==> config.mk <==
export PLATFORM = sky130hd
export DESIGN_NAME = de_timing_decoder_flat
export DESIGN_NICKNAME = d
export VERILOG_FILES = /design/src/rtl/de_timing_decoder_pkg.sv /design/src/rtl/de_timing_decoder_if.sv /design/src/rtl/de_timing_decoder_sync_edge_detect.sv /design/src/rtl/de_timing_decoder.sv /design/src/flat_wrapper.sv
export SDC_FILE = /design/constraint.sdc
export NUM_CORES = 1
export LEC_CHECK = 0
export ABC_AREA = 0
export CAP_MARGIN = 10
export CORE_UTILIZATION = 46
export CTS_CLUSTER_DIAMETER = 150
export DETAILED_ROUTE_END_ITERATION = 10
export PLACE_DENSITY = 0.75
export SKIP_CTS_REPAIR_TIMING = 1
export SYNTH_ARGS = -nofsm -noshare
export SYNTH_HDL_FRONTEND = slang
export SYNTH_SLANG_ARGS = --single-unit
==> constraint.sdc <==
create_clock -name clock -period 1.7 [get_ports clock]
set_input_delay 0.34 -clock clock [delete_from_list [all_inputs] [get_ports clock]]
set_output_delay 0.34 -clock clock [all_outputs]
set_load 0.1 [all_outputs]
==> src/rtl/de_timing_decoder_pkg.sv <==
// Shared types and default geometry for the DE timing decoder and its DE generator sibling.
package de_timing_decoder_pkg;

  localparam int unsigned DEFAULT_BUS_WIDTH = 11;
  localparam int unsigned DEFAULT_RES_H     = 1920;
  localparam int unsigned DEFAULT_RES_V     = 1080;

  typedef enum logic [1:0] {
    SEARCH  = 2'd0,
    MEASURE = 2'd1,
    LOCKED  = 2'd2
  } fsmStateT;

endpackage

==> src/rtl/de_timing_decoder_if.sv <==
// Video input / recovered-timing bundle between the HDMI receiver side and the decoder.
interface de_timing_decoder_if
  import de_timing_decoder_pkg::*;
#(
  parameter int unsigned busWidth = DEFAULT_BUS_WIDTH
);

  logic                deIn;
  logic                vsyncIn;
  logic                activeOut;
  logic [busWidth-1:0] xOut;
  logic [busWidth-1:0] yOut;
  logic                lineEndOut;
  logic                frameStartOut;
  logic [busWidth-1:0] widthOut;
  logic [busWidth-1:0] heightOut;
  logic                lockedOut;
  logic                errorOut;

  modport master (
    output deIn, vsyncIn,
    input  activeOut, xOut, yOut, lineEndOut, frameStartOut,
    input  widthOut, heightOut, lockedOut, errorOut
  );

  modport slave (
    input  deIn, vsyncIn,
    output activeOut, xOut, yOut, lineEndOut, frameStartOut,
    output widthOut, heightOut, lockedOut, errorOut
  );

endinterface

==> src/rtl/de_timing_decoder_sync_edge_detect.sv <==
// One-cycle history register producing rise/fall strobes for a single-bit input.
module de_timing_decoder_sync_edge_detect #(
  parameter bit resetValue = 1'b0
) (
  input  logic clock,
  input  logic reset,
  input  logic sigIn,
  output logic riseC,
  output logic fallC
);

  logic prev;

  always_ff @(posedge clock) begin
    if (reset) prev <= resetValue;
    else       prev <= sigIn;
  end

  assign riseC = sigIn & ~prev;
  assign fallC = ~sigIn & prev;

endmodule

==> src/rtl/de_timing_decoder.sv <==
// Recovers pixel X/Y from incoming DE/vsync, measures line width and frame height, and tracks lock.
module de_timing_decoder
  import de_timing_decoder_pkg::*;
#(
  parameter int unsigned busWidth      = DEFAULT_BUS_WIDTH,
  parameter int unsigned resHorizontal = DEFAULT_RES_H,
  parameter int unsigned resVertical   = DEFAULT_RES_V
) (
  input logic                clock,
  input logic                reset,
  de_timing_decoder_if.slave bus
);

  logic                deRise, deFall, vsRise, unusedVsFall;
  logic [busWidth-1:0] pixCnt;
  logic                discardLine, lineBad;
  logic                lineDone, widthBad, heightBad;
  logic                lockedC, errorC;
  fsmStateT            state, stateNext;

  function automatic logic [busWidth-1:0] satInc(input logic [busWidth-1:0] v);
    return (v == '1) ? v : v + busWidth'(1);
  endfunction

  de_timing_decoder_sync_edge_detect #(.resetValue(1'b0)) deEdge (
    .clock(clock), .reset(reset), .sigIn(bus.deIn), .riseC(deRise), .fallC(deFall)
  );

  // vsync history starts high so a vsync already asserted at reset release is not a frame start
  de_timing_decoder_sync_edge_detect #(.resetValue(1'b1)) vsEdge (
    .clock(clock), .reset(reset), .sigIn(bus.vsyncIn), .riseC(vsRise), .fallC(unusedVsFall)
  );

  // A line cut by vsync (or ending on the vsync edge) is neither measured nor counted
  assign lineDone  = deFall & ~vsRise & ~discardLine;
  assign widthBad  = lineDone & (pixCnt != busWidth'(resHorizontal));
  assign heightBad = bus.yOut != busWidth'(resVertical);

  always_ff @(posedge clock) begin
    if (reset) state <= SEARCH;
    else       state <= stateNext;
  end

  always_comb begin
    stateNext = state;
    case (state)
      SEARCH:  if (vsRise) stateNext = MEASURE;
      MEASURE: if (vsRise && !lineBad && !heightBad) stateNext = LOCKED;
      LOCKED:  if (widthBad || (vsRise && heightBad)) stateNext = MEASURE;
      default: stateNext = SEARCH;
    endcase
  end

  always_comb begin
    lockedC = 1'b0;
    errorC  = 1'b0;
    lockedC = (stateNext == LOCKED);
    errorC  = (state == LOCKED) && (stateNext != LOCKED);
  end

  always_ff @(posedge clock) begin
    if (reset) begin
      bus.activeOut     <= 1'b0;
      bus.xOut          <= '0;
      bus.yOut          <= '0;
      bus.lineEndOut    <= 1'b0;
      bus.frameStartOut <= 1'b0;
      bus.widthOut      <= '0;
      bus.heightOut     <= '0;
      bus.lockedOut     <= 1'b0;
      bus.errorOut      <= 1'b0;
      pixCnt            <= '0;
      discardLine       <= 1'b0;
      lineBad           <= 1'b0;
    end else begin
      bus.activeOut     <= bus.deIn;
      bus.lineEndOut    <= lineDone;
      bus.frameStartOut <= vsRise;
      bus.lockedOut     <= lockedC;
      bus.errorOut      <= errorC;

      // pixCnt runs one ahead of xOut so it equals the line width on the falling edge
      if (bus.deIn) begin
        if (deRise) begin
          bus.xOut <= '0;
          pixCnt   <= busWidth'(1);
        end else begin
          bus.xOut <= pixCnt;
          pixCnt   <= satInc(pixCnt);
        end
      end

      if (lineDone) bus.widthOut <= pixCnt;

      if (vsRise) begin
        bus.heightOut <= bus.yOut;
        bus.yOut      <= '0;
        lineBad       <= 1'b0;
      end else if (lineDone) begin
        bus.yOut <= satInc(bus.yOut);
        if (widthBad) lineBad <= 1'b1;
      end

      if (vsRise)      discardLine <= bus.deIn;
      else if (deRise) discardLine <= 1'b0;
    end
  end

endmodule

==> src/flat_wrapper.sv <==
// flat-port wrapper written by rule: the top's interface ports become plain ports
module de_timing_decoder_flat import de_timing_decoder_pkg::*;
#(
  parameter int unsigned busWidth      = DEFAULT_BUS_WIDTH,
  parameter int unsigned resHorizontal = DEFAULT_RES_H,
  parameter int unsigned resVertical   = DEFAULT_RES_V
)
  (clock, reset, bus_deIn, bus_vsyncIn, bus_activeOut, bus_xOut, bus_yOut, bus_lineEndOut, bus_frameStartOut, bus_widthOut, bus_heightOut, bus_lockedOut, bus_errorOut);
  de_timing_decoder_if #(.busWidth(busWidth)) bus_i ();
  input logic clock;
  input logic reset;
  input wire logic [$bits(bus_i.deIn)-1:0] bus_deIn;
  input wire logic [$bits(bus_i.vsyncIn)-1:0] bus_vsyncIn;
  output wire logic [$bits(bus_i.activeOut)-1:0] bus_activeOut;
  output wire logic [$bits(bus_i.xOut)-1:0] bus_xOut;
  output wire logic [$bits(bus_i.yOut)-1:0] bus_yOut;
  output wire logic [$bits(bus_i.lineEndOut)-1:0] bus_lineEndOut;
  output wire logic [$bits(bus_i.frameStartOut)-1:0] bus_frameStartOut;
  output wire logic [$bits(bus_i.widthOut)-1:0] bus_widthOut;
  output wire logic [$bits(bus_i.heightOut)-1:0] bus_heightOut;
  output wire logic [$bits(bus_i.lockedOut)-1:0] bus_lockedOut;
  output wire logic [$bits(bus_i.errorOut)-1:0] bus_errorOut;
  assign bus_i.deIn = bus_deIn;
  assign bus_i.vsyncIn = bus_vsyncIn;
  assign bus_activeOut = bus_i.activeOut;
  assign bus_xOut = bus_i.xOut;
  assign bus_yOut = bus_i.yOut;
  assign bus_lineEndOut = bus_i.lineEndOut;
  assign bus_frameStartOut = bus_i.frameStartOut;
  assign bus_widthOut = bus_i.widthOut;
  assign bus_heightOut = bus_i.heightOut;
  assign bus_lockedOut = bus_i.lockedOut;
  assign bus_errorOut = bus_i.errorOut;
  de_timing_decoder #(.busWidth(busWidth), .resHorizontal(resHorizontal), .resVertical(resVertical)) u_core (.clock(clock), .reset(reset), .bus(bus_i));
endmodule
**After elaboration in Yosys (flattened, before gate mapping)**

Index checks and enable logic that the tools add are counted.

- $add $sub $neg: 2
- Multiply operators: 0
- Divide/modulo/power cells: 0
- Magnitude comparators: 0
- Equality and inequality tests: 9
- Shift-type cells: 0
- Multiplexer cells: 9
- Bitwise gates (word level): 12
- Reduce and logical (&&, ||, !) cells: 13

Operators by type and width:

| operator | count |
|---|---|
| two-way mux 11 bit | 3 |
| adder 11 x 1 -> 11 bit, second input constant | 2 |
| == test 11 bit, second input constant | 2 |
| != test 11 bit, second input constant | 2 |
| AND 1 bit | 6 |
| two-way mux 2 bit | 3 |
| NOT 1 bit | 6 |
| case mux 2 bit (3 select lines) | 1 |
| AND reduction 2 bit | 3 |
| == test 2 bit, second input constant | 2 |
| logical AND 1 bit | 4 |
| != test 2 bit, second input constant | 2 |
| == test 2 x 1 -> 1 bit, second input constant | 1 |
| logical NOT 1 bit | 2 |
| logical NOT 2 bit | 1 |
| two-way mux 1 bit | 2 |
| nonzero test 2 bit | 1 |
| OR reduction 2 bit | 1 |
| logical OR 1 bit | 1 |

- Register bits after elaboration: 65
- Bits in latches: 0
- Bits in writable memories: 0
- Memory bits (read-only): 0
- Input port bits: 4
- Output and inout bits: 49
- Memories: 0

**Longest topological paths before layout**

- Depth after elaboration: 11
- Depth in mapped cells: 6
- Depth with buffers taken out: 6

**By module**

Synthesis repeated with hierarchy kept, for this count alone.

- Cell total of the unflattened synthesis: 304
- Area, all modules: 2,732.6 um^2

By module, submodules not included:

| module | instances | cells an instance | area an instance (um^2) | sequential area each (um^2) |
|---|---|---|---|---|
| de_timing_decoder | 1 | 296 | 2,653.8 | 1,281.2 |
| de_timing_decoder_sync_edge_detect (u_core.vsEdge) | 1 | 4 | 40.0 | 20.0 |
| de_timing_decoder_sync_edge_detect (u_core.deEdge) | 1 | 4 | 38.8 | 20.0 |

**Worst setup path before layout**

OpenSTA, ideal clock, no wires.

- Path kind: register to register
- Start: register u_core.bus.yOut[1]
- End: register u_core.bus.yOut[0]
- Library setup time: 0.071 ns
- Data arrival time: 2.288 ns
- Path slack: -0.659 ns
- Cell stages (with the launch flop): 6
- Buffers on the path: 0
- Cell sequence: dfxtp_1 ha_1 nand4_1 nor3_1 o21ai_0 a21oi_1

- Longest elaborated chain between the ends: 3

RTL lines:

| item | line | RTL |
|---|---|---|
| start, declared | de_timing_decoder_if.sv:28 | `output activeOut, xOut, yOut, lineEndOut, frameStartOut,` |
| start signal, assigned | de_timing_decoder.sv:100 | `bus.yOut <= satInc(bus.yOut);` |
| == test 11 bit | de_timing_decoder.sv:22 | `return (v == '1) ? v : v + busWidth'(1);` |
| NOT 1 bit (no line) | n/a |  |
| AND reduction 2 bit (no line) | n/a |  |

No other way between the ends.
A chain may end at the register's enable or synchronous reset.

**Final worst setup path**

- Start: register u_core.bus.yOut[0]
- End: register u_core.bus.yOut[6]

- Longest elaborated chain between the ends: 3
- Elaborated cells between the ends (all ways): 4
- Those cells by class: 1 x add/sub; 1 x eq/ne; 1 x bitwise; 1 x reduce/logical

RTL lines:

| item |
|---|
| branches (longest 3 deep; another with adder 11 x 1 -> 11 bit) |

Several ways; the timed one is not identified.

==> impl_metrics.csv <==
group,metric,value,unit
die,die_x,78.83,um
sta,max-slew-margin-rel,74.54,%
pwr,p_sw,0.0007213,W
pwr,leakagePower,1.635,nW
hold_path,min_path_cells,2,
global_routing,grt_overflow,0,
die,pin_count,53,
finish,layout-drive-gt1-share,30.73,%
yosys,syn-instance-count,327,
clock_network,cts_root_buf,"sky130_fd_sc_hd__clkbuf_8",
routing,number_of_nets_still_failing_antenna_checks_after_routing,0,
pwr,combinationalPowerShare,7.6,%
placed_design,dp_slack,-0.3305,ns
yosys,seq_cells_post_synth,65,
clock_network,cts_max_level,3,
yosys,avgSynthCellArea,8.303,um2
routing,drt_iter0_markers,246,
clock_network,clock_latency,0.34,ns
sta,fmax,593.4,MHz
sta,max_slew.worst_pin.slew,0.3790,ns
yosys,async_reset_ff_share,0,%
routing,iteration_count_of_the_initial_detailed_routing_pass,4,
run_status,outcome,"finished, final reports clean",
pwr,power_density,705.3,nW/um2
clock_network,clock_path_buffers,2,
critical_path,rr_worst_depth,6,
critical_path,worst-setup-path-type,"reg2reg",
yosys,yosysWarningCount,0,
sta,finalWorstPathRequiredPeriod,1.685,ns
yosys,synthFlopType,"sky130_fd_sc_hd__dfxtp_1",
sta,worst_clock_skew,0.004973,ns
die,initial_utilization,48.42,%
critical_path,worstReg2RegEnd,"u_core.bus.yOut[6]",
finish,nNetsFinal,413,
sta,fin_ws,0.01480,ns
routing,drc,0,
critical_path,critical_path.max_fanout,7,
critical_path,start_kind,"flop",
yosys,yosysSeqAreaShare,47.93,%
finish,layout.filler_cells,385,
routing,route.detailed.vias_per_inst,5.720,
critical_path,crit_path_cell_trace,"ha_1 -> nand4_1 -> nor3_1 -> buf_4 -> nand4b_1 -> a21oi_1",
hold_path,worstHoldStart,"u_core.discardLine",
placed_design,post-dp-hpwl,5344,um
global_routing,grt_pass1_wl,12350,um
sta,timing.final.hold_violations,0,
finish,finalCoreUtilization,76.53,%
job,cap_violations,0,
finish,layout_common_cells,"71 x sky130_fd_sc_hd__nand2_1, 53 x sky130_fd_sc_hd__dfxtp_1, 50 x sky130_fd_sc_hd__buf_12",
hold_path,hp-class,"reg2reg",
hold_path,hold_path_end,"u_core.discardLine",
sta,rsz0062_at_grt,"yes",
routing,routed-via-count,2757,
clock_network,clk_pin_slew_worst_paths,0.07,ns
sta,final-setup-viol-count,0,
placed_design,port-buffer-count,52,
clock_network,clock_tree_from_tritoncts,"done",
clock_network,numCtsBuffers,9,
die,dieArea,6213,um2
pwr,vdd_drop_max,674.3,uV
finish,area_added_between_synthesis_and_finish,58.06,%
routing,route.final.wire_length,7749,um
critical_path,end_kind,"flop",
yosys,syn-cell-area,2715,um2
critical_path,critical_path.slowest_cell,"sky130_fd_sc_hd__dfxtp_4",
placed_design,place.gp.congestion,0.8829,
clock_network,clock_sinks,65,
pwr,share_seq_of_total_power,50.7,%
die,dieHeight,78.83,um
critical_path,setup.reg_to_reg.worst_slack,0.01,ns
finish,layout_commonest_cell,"sky130_fd_sc_hd__nand2_1",
global_routing,first_global_vias,2507,
global_routing,initial_antenna_violation_count,0,
global_routing,largest_net_degree_at_the_start_of_global_routing,20,
sta,post-route-period-util,99.13,%
pwr,internal_power,0.002306,W
global_routing,globalRouteTotalUtil,25.64,%
critical_path,arrival_time_of_the_worst_setup_path,1.95,ns
die,core.rowCount,27,
die,fp.coreArea,5608,um2
finish,antenna-diode-count,0,
critical_path,critPathRequiredTime,1.97,ns
critical_path,critical_path_max_stage_delay,0.40,ns
yosys,postSynthNetCount,335,
yosys,edff_count_synth,0,
pwr,switching_share,23.83,%
critical_path,critical_path.reg2reg.startpoint,"u_core.bus.yOut[0]",
routing,detailed_route_wire_length_per_cell,16.08,um
yosys,post_synth_num_cell_types,45,
sta,timing_max_transition_violations_final,0,
pwr,clock_power_share,41.7,%
[worst max-delay path by stage]
| stage | to | startpoint |
|---|---|---|
| final | u_core.bus.yOut[6] | u_core.bus.yOut[0] |
| after CTS | u_core.bus.yOut[5] | bus_deIn |
| after detailed placement | u_core.bus.yOut[5] | bus_deIn |
| after global placement | u_core.bus.yOut[5] | bus_deIn |
| after global routing | u_core.bus.yOut[6] | u_core.bus.yOut[0] |
| after floorplan | u_core.bus.yOut[2] | u_core.bus.activeOut |
[routing by layer]
metal	vias up	global-route usage [%]	share of wire (%)
met2	119	45.65	52
li1	1305	-	-
met3	12	5.862	6.0
met1	1321	29.96	41
met4	0	9.273	1.4
met5	-	0	0
[state kept, by name, indices dropped and copies added, names as in the netlist]
signal and cells:
u_core.bus.heightOut 11, u_core.discardLine 1, u_core.bus.lineEndOut 1, u_core.bus.errorOut 1, u_core.bus.xOut 11, u_core.bus.activeOut 1
u_core.vsEdge.prev 1, u_core.lineBad 1, u_core.bus.frameStartOut 1, u_core.pixCnt 11, u_core.state 2, u_core.bus.lockedOut 1
u_core.bus.widthOut 11, u_core.bus.yOut 11
[final cells by class]
cell class | instances | area [um2] | share of cell area [%]
sequential | 65 | 1334 | 31.08
clock buffer | 14 | 183.9 | 4.286
multi-input combinational | 230 | 1325 | 30.87
clock inverter | 2 | 10.01 | 0.2332
inverter | 9 | 33.78 | 0.7872
tap | 72 | 90.09 | 2.099
timing repair buffer | 90 | 1315 | 30.64
[Yosys cell counts (all sizes together) (2+ instances only)]
| library cell | instances | area share (%) |
|---|---|---|
| clkbuf | 16 | 2.2 |
| inv | 9 | 1.2 |
| nand4b | 2 | 0.65 |
| a21oi | 45 | 8.3 |
| nor3 | 5 | 0.92 |
| a211oi | 2 | 0.55 |
| a22o | 2 | 0.65 |
| nor4 | 4 | 1.5 |
| nand3 | 16 | 2.9 |
| ha | 4 | 1.8 |
| o211ai | 5 | 1.4 |
| dfxtp | 65 | 48 |
| o31ai | 3 | 0.83 |
| a41oi | 2 | 0.65 |
| nand4 | 6 | 1.4 |
| o21ai | 2 | 0.37 |
| or3b | 2 | 0.74 |
| nand2 | 71 | 9.8 |
| nor2 | 16 | 2.2 |
| and4 | 7 | 2.3 |
| buf | 7 | 1.4 |
| and2 | 2 | 0.46 |
| mux2i | 2 | 0.74 |
| nand2b | 3 | 0.97 |
| and3 | 4 | 0.92 |
| or4 | 5 | 1.4 |
| a311oi | 2 | 0.65 |
| or3 | 6 | 1.4 |
[through the flow]
stage	instance area [um2]	hold slack, ns	instances	power, W	setup TNS [ns]
after detailed placement	4044	0.4516	464	0.001787	-8.457
after global placement	4044	0.4395	464	0.001783	-7.327
after CTS	4238	0.4658	480	0.003033	0
after global routing	4292	0.4874	482	0.003120	-0.03987
after floorplan	2760	0.4295	327	0.001693	-0.1506
final	4292	0.4631	482	0.003027	0
[power groups by stage]
| stage | logic, W | clock network (W) | registers [W] |
|---|---|---|---|
| final | 0.000229 | 0.00126 | 0.00153 |
| after global routing | 0.000242 | 0.00134 | 0.00153 |
| after CTS | 0.000220 | 0.00128 | 0.00154 |
| after detailed placement | 0.000217 | 0 | 0.00157 |
| after global placement | 0.000213 | 0 | 0.00157 |
| after floorplan | 0.0000874 | 0 | 0.00161 |
[critical path, delay by kind of cell (launching register included)]
| family | cells | cell delay, ns |
|---|---|---|
| DFF | 1 | 0.40 |
| AOI/OAI and AO/OA | 1 | 0.18 |
| buffers and inverters | 1 | 0.17 |
| and+or+nand+nor | 3 | 0.64 |
| adders and majority gates | 1 | 0.23 |
[cell families after synthesis]
kind of cell,count (synthesis),share of synthesized area [%]
and+or+nand+nor,152,28.34
muxes,2,0.7374
adders and majority gates,4,1.843
AOI/OAI and AO/OA,72,16.27
DFF,65,47.93
buffers and inverters,32,4.885
Power figures use the tool's default switching activity.
